$ cat src/rtl/bcd_serial_sequencer.sv
// Sequences packed BCD operands digit by digit through an external serial BCD adder
// and collects the digit sums, plus the final carry, into a packed BCD result.
module bcd_serial_sequencer #(
  parameter int N_DIGITS = 4
) (
  input  logic                      clk,
  input  logic                      rstn,
  input  logic                      in_valid,
  output logic                      in_ready,
  input  logic [4*N_DIGITS-1:0]     op_a,
  input  logic [4*N_DIGITS-1:0]     op_b,
  output logic                      res_valid,
  input  logic                      res_ready,
  output logic [4*(N_DIGITS+1)-1:0] result,
  output logic                      bcd_err,
  output logic [3:0]                add_a,
  output logic [3:0]                add_b,
  output logic                      add_start,
  output logic                      add_done,
  input  logic [3:0]                add_sum
);

  localparam int OP_W  = 4 * N_DIGITS;
  localparam int RES_W = 4 * (N_DIGITS + 1);
  localparam int CNT_W = $clog2(N_DIGITS + 2);

  typedef enum logic [1:0] {IDLE, RUN, FLUSH, OUT} state_t;

  state_t           state, state_next;
  logic [OP_W-1:0]  sh_a, sh_b;
  logic [CNT_W-1:0] cnt;
  logic [RES_W-1:0] res_q;
  logic             err_q;
  logic             accept;
  logic             last_digit;

  function automatic logic has_bad_digit(input logic [OP_W-1:0] v);
    logic bad;
    bad = 1'b0;
    for (int i = 0; i < N_DIGITS; i++) begin
      if (v[4*i +: 4] > 4'd9) bad = 1'b1;
    end
    return bad;
  endfunction

  assign accept     = in_valid && in_ready;
  // One extra RUN cycle beyond the operand digits lets the adder's carry land as the top digit
  assign last_digit = (cnt == CNT_W'(N_DIGITS));

  always_ff @(posedge clk or negedge rstn) begin
    if (!rstn) state <= IDLE;
    else       state <= state_next;
  end

  always_ff @(posedge clk or negedge rstn) begin
    if (!rstn) begin
      sh_a  <= '0;
      sh_b  <= '0;
      cnt   <= '0;
      res_q <= '0;
      err_q <= 1'b0;
    end else begin
      case (state)
        IDLE: begin
          if (accept) begin
            sh_a  <= op_a;
            sh_b  <= op_b;
            cnt   <= '0;
            res_q <= '0;
            err_q <= has_bad_digit(op_a) | has_bad_digit(op_b);
          end
        end
        RUN: begin
          res_q <= {add_sum, res_q[RES_W-1:4]};
          sh_a  <= sh_a >> 4;
          sh_b  <= sh_b >> 4;
          cnt   <= cnt + 1'b1;
        end
        default: ;
      endcase
    end
  end

  always_comb begin
    state_next = state;
    in_ready   = 1'b0;
    res_valid  = 1'b0;
    add_a      = 4'd0;
    add_b      = 4'd0;
    add_start  = 1'b0;
    add_done   = 1'b0;
    case (state)
      IDLE: begin
        in_ready = 1'b1;
        if (in_valid) state_next = RUN;
      end
      RUN: begin
        add_a     = sh_a[3:0];
        add_b     = sh_b[3:0];
        add_start = (cnt == '0);
        if (last_digit) state_next = FLUSH;
      end
      FLUSH: begin
        // Done pulse with zero operands clears the adder's carry for the next operation
        add_done   = 1'b1;
        state_next = OUT;
      end
      OUT: begin
        res_valid = 1'b1;
        if (res_ready) state_next = IDLE;
      end
      default: state_next = IDLE;
    endcase
  end

  assign result  = res_q;
  assign bcd_err = err_q;

endmodule

$ cat config.mk
export PLATFORM = sky130hd
export DESIGN_NAME = bcd_serial_sequencer
export DESIGN_NICKNAME = d
export VERILOG_FILES = /design/src/rtl/bcd_serial_sequencer.sv
export SDC_FILE = /design/constraint.sdc
export NUM_CORES = 1
export LEC_CHECK = 0
export BUFFER_PORTS_ARGS = -buffer_cell sky130_fd_sc_hd__buf_2
export CORE_UTILIZATION = 50
export DETAILED_ROUTE_END_ITERATION = 12
export GPL_TIMING_DRIVEN = 1
export PLACE_DENSITY = 0.85
export SETUP_SLACK_MARGIN = 0.5
export SLEW_MARGIN = 20
export SYNTH_ARGS = -nofsm -noshare
export SYNTH_HDL_FRONTEND = slang
export SYNTH_SLANG_ARGS = --single-unit
$ cat constraint.sdc
create_clock -name clk -period 1.9 [get_ports clk]
set_input_delay 0.19 -clock clk [delete_from_list [all_inputs] [get_ports clk]]
set_output_delay 0.19 -clock clk [all_outputs]
set_load 0.02 [all_outputs]
; ---- After elaboration in Yosys (flattened, before gate mapping)
; Cells that the tools add are included.
; W data, S select, Z words.
[totals]
register_bits = 58
in_bits = 40
output_inout_bits = 33
word_cells = 61
[op_classes]
addsub = 1
order_cmp = 8
n_eq_ne = 8
n_mux = 30
bitwise = 1
n_reduce_logical = 7
[ops]
columns = cell, count
row1 = $pmux W16 S2, 2
row2 = $pmux W20 S2, 1
row3 = $gt A4 B4 Y1 const B, 8
row4 = $mux W16, 2
row5 = $mux W20, 1
row6 = $mux W1, 16
row7 = $mux W4, 2
row8 = $ne A2 B2 Y1 const B, 4
row9 = $pmux W2 S4, 1
row10 = $mux W2, 3
row11 = $pmux W3 S2, 1
row12 = $eq A2 B2 Y1 const B, 2
row13 = $reduce_and A2 Y1, 2
row14 = $add A3 B1 Y3 const B, 1
row15 = $eq A3 B3 Y1 const B, 1
row16 = $logic_not A3 Y1, 1
row17 = $mux W3, 1
row18 = $reduce_and A3 Y1, 1
row19 = $eq A2 B1 Y1 const B, 1
row20 = $logic_not A2 Y1, 1
row21 = $reduce_bool A2 Y1, 1
row22 = $logic_and A1 B1 Y1, 1
row23 = $or A1 B1 Y1, 1

; ---- Longest topological paths before layout
[logic_depth]
ltp_word = 8
depth_mapped = 7
mapped_depth_nobuf = 5

; ---- Least setup slack after synthesis
; Ideal clock, no wire load.
[synth_path]
path_type = flip-flop to flip-flop
start = register state[0]
end = register state[1]
setup_time_ns = 0.125
t_arrival_ns = 1.573
required_ns = 1.775
path_slack_ns = 0.202
path_stages_with_launch = 7
n_path_buf = 1
synth_period_minus_slack_ns = 1.698
cell_sequence = dfrtp_1 -> inv_1 -> ha_1 -> nor2b_4 -> buf_6 -> a221oi_4 -> mux2_4
[synth_between]
elab_chain_len = 3
word_cells_on_any_way = 9
cone_classes = 6 x eq/ne / 1 x mux / 2 x reduce/logical
[synth_rtl]
columns = item, line_no
row1 = start: declaration, 29  ; state_t state, state_next;
row2 = start signal: assignment, 52  ; else state <= state_next;
row3 = "$eq A2 B1 Y1, or another cell as far along", 92  ; case (state)
row4 = $ne A2 B2 Y1 (no source line), n/a
row5 = $reduce_and A3 Y1 (no source line), n/a
; Several ways; a longest one is shown, not always the timed one.
; A chain may end at the register's enable or synchronous reset.

; ---- Worst setup path after layout
[layout_path]
start = register state[1]
end = output add_a[2]
[layout_between]
elab_chain_len = 2
[layout_rtl]
columns = item, line_no
row1 = $eq A2 B1 Y1, 92
row2 = $mux W4, 92
row3 = end: declaration, 16  ; output logic [3:0] add_a,
; Every way passes these cells.

==> impl_metrics.tcl <==
set metrics [dict create \
    status "completed" \
    detail_route.wl_per_cell_um 20.3 \
    drive_gt1_frac 0.506 \
    hold_end "result[17]" \
    crit_path_start_kind "flip-flop" \
    skew_ps 9.54 \
    final_util 0.813 \
    antenna_found_initial 0 \
    grt_max_degree 38 \
    die_height_um 75.9 \
    cts_tree "yes" \
    dp_hpwl_um 3900 \
    setup-tns-final_ps 0 \
    rsz0062_at_grt "yes" \
    pre_cts_ws_ps 105 \
    synth-warning-count 0 \
    drt_pass1_iterations 4 \
    setup_viol 0 \
    finalMaxSlewViolations 0 \
    clk_pin_slew_ps 70 \
    core_area_mm2 0.00517 \
    grt_pass1_vias 2291 \
    regToRegEndpoint "sh_b[10]" \
    total_power_mw 8.45 \
    period_minus_slack_ps 1620 \
    synth_seq_cells 58 \
    r2r_slack_ps 280 \
    hold_slack_ps 78.5 \
    fin_cells 430 \
    dp_cells 377 \
    hold_depth 2 \
    ctsHtreeMaxLevel 3 \
    num_rows 26 \
    worst_slack_ps 277 \
    grt.overflow.total 0 \
    grt_pass1_wl_um 10900 \
    crit_path_end_kind "primary output" \
    finalNetCount 401 \
    arrival_ps 1430 \
    syn2layout_area_growth_pct 54.1 \
    grt_usage 0.265 \
    syn_nets 293 \
    r2r-start "state[0]" \
    dieArea_mm2 0.00576 \
    synth.area.top_cells "dfrtp_1, mux2i_1, a22o_1" \
    drt.antenna.violating_nets 0 \
    initial_core_util 0.528 \
    tightest_slew_ps 561 \
    min-delay-start "add_sum[1]" \
    leakage_nw 2.03 \
    cts-root-buf "clkbuf_8" \
    power_density_mw_per_mm2 2010 \
    timing_worst_setup_path_type "reg2out" \
    netlist_area_mm2 0.00273 \
    antenna_cells 0 \
    hold_viol_final 0 \
    drc 0 \
    viasPerCell 5.78 \
    peakVddDrop_uv 1310 \
    portBuffers 72 \
    yosysSeqAreaShare 0.532 \
    clock_sinks 58 \
    maxSlewHeadroom 0.626 \
    fillers 269 \
    io_pins 73 \
    detail_route.wirelength_um 8750 \
    synth_top_area_frac 0.532 \
    crit_fanout 11 \
    cap_violations 0 \
    hold_class "in2reg" \
    synth_cell_types 28 \
    final_cell_area_mm2 0.00421 \
    fmax_mhz 616 \
    synth_area_per_cell_um2 11.1 \
    globalplace.congestion 0.785 \
    vias 2485 \
    yosys.area.top_type "dfrtp_1" \
    die_x_um 75.9 \
    period_share 0.854 \
    ff2ff_path_depth 8 \
    synthCells 247 \
    cts_inserted_buffers 9 \
    placed_cell_area_mm2 0.00316 \
    clock_path_buffers 2 \
    cp.required_ps 1710 \
    drt_iter0_drc 156 \
    clk_latency_ps 340 \
]
==> routing by layer <==
layer  global-route usage  vias up  routed length, um
li1                     -     1103                  -
met1                0.319     1229               3290
met5                    0        -                  0
met2                0.440      123               4620
met3               0.0754       30                575
met4                0.126        0                266
==> area by class of cell <==
class,instances,area [um^2],share of cell area
flip-flops and latches,58,1450,0.345
clock buffers,11,151,0.0360
well taps,70,87.6,0.0208
clock inverters,5,52.6,0.0125
multi-input cells,167,1370,0.325
inverters,5,18.8,0.00446
repair buffers,114,1080,0.256
==> timing repair <==
| item | in CTS | in global routing |
|---|---|---|
| setup endpoints to repair | 70 | 70 |
| buffers inserted | 18 | 7 |
| pin swaps | 4 | 21 |
| gates resized for setup | 42 | 61 |
| endpoints found under the hold margin | 21 | 0 |
| hold buffers | 1 | 0 |
| gates cloned | 4 | 7 |
==> power breakdown <==
group | leakage, nW | internal [mW] | switching, mW | total [mW]
Clock | 0.105 | 0.670 | 0.518 | 1.19
Sequential | 0.745 | 1.77 | 0.443 | 2.21
Combinational | 1.18 | 2.68 | 2.36 | 5.04
Total | 2.03 | 5.12 | 3.32 | 8.45
==> how the worst max path moves through the flow <==
stage          startpoint  endpoint  cells after the start
2_1_floorplan    state[0]  state[1]                      6
5_1_grt          state[1]  add_a[0]                      5
3_3_place_gp     state[1]    cnt[0]                      6
3_5_place_dp     state[0]    cnt[0]                      6
6_report         state[1]  add_a[2]                      5
4_1_cts          state[1]  add_b[3]                      5
==> state kept, by name, summed over array words and instances (netlist names) <==
name,cells
result,20
cnt,3
sh_a,16
sh_b,16
state,2
bcd_err,1
==> critical path: stages (launching register included) <==
cell and delay, ps:
dfrtp_1 400, inv_2 110, ha_4 190, buf_12 130
and2_1 140, buf_6 120
==> Yosys cell counts (all sizes together) <==
cell type,n
nand2,35
nand2b,2
mux2i,25
clkbuf,3
nor2b,10
buf,14
nor2,1
a31oi,1
a22o,23
a221oi,1
mux2,2
o32a,2
nand3,1
and2,9
nand4,1
dfrtp,58
ha,6
inv,5
o21ai,41
a21oi,7
==> cells by family after synthesis <==
logic type	count (synthesis)	share of synthesized area
buffers and inverters	22	0.0495
adders and majority gates	6	0.0275
AOI/OAI and AO/OA	75	0.181
muxes	27	0.106
DFF	58	0.532
and+or+nand+nor	59	0.104
==> cells in the final DEF (no fill, tap or decap), types with 2 or more instances in the layout <==
cell type	instances
buf_2	60
dfrtp_1	57
nand2_1	24
a22o_1	23
mux2i_1	22
buf_6	20
o21ai_2	16
o21ai_1	14
buf_4	13
o21ai_0	11
clkbuf_8	11
nor2b_1	8
buf_12	7
and2_1	6
a21oi_2	6
nand2_2	6
clkbuf_16	6
nand2_4	5
ha_4	4
buf_16	4
inv_1	3
and2_4	3
clkinv_2	3
buf_8	3
inv_2	2
nand2b_1	2
o32a_1	2
mux2i_2	2
ha_1	2
Note: power is estimated with default switching activity, not from simulation.
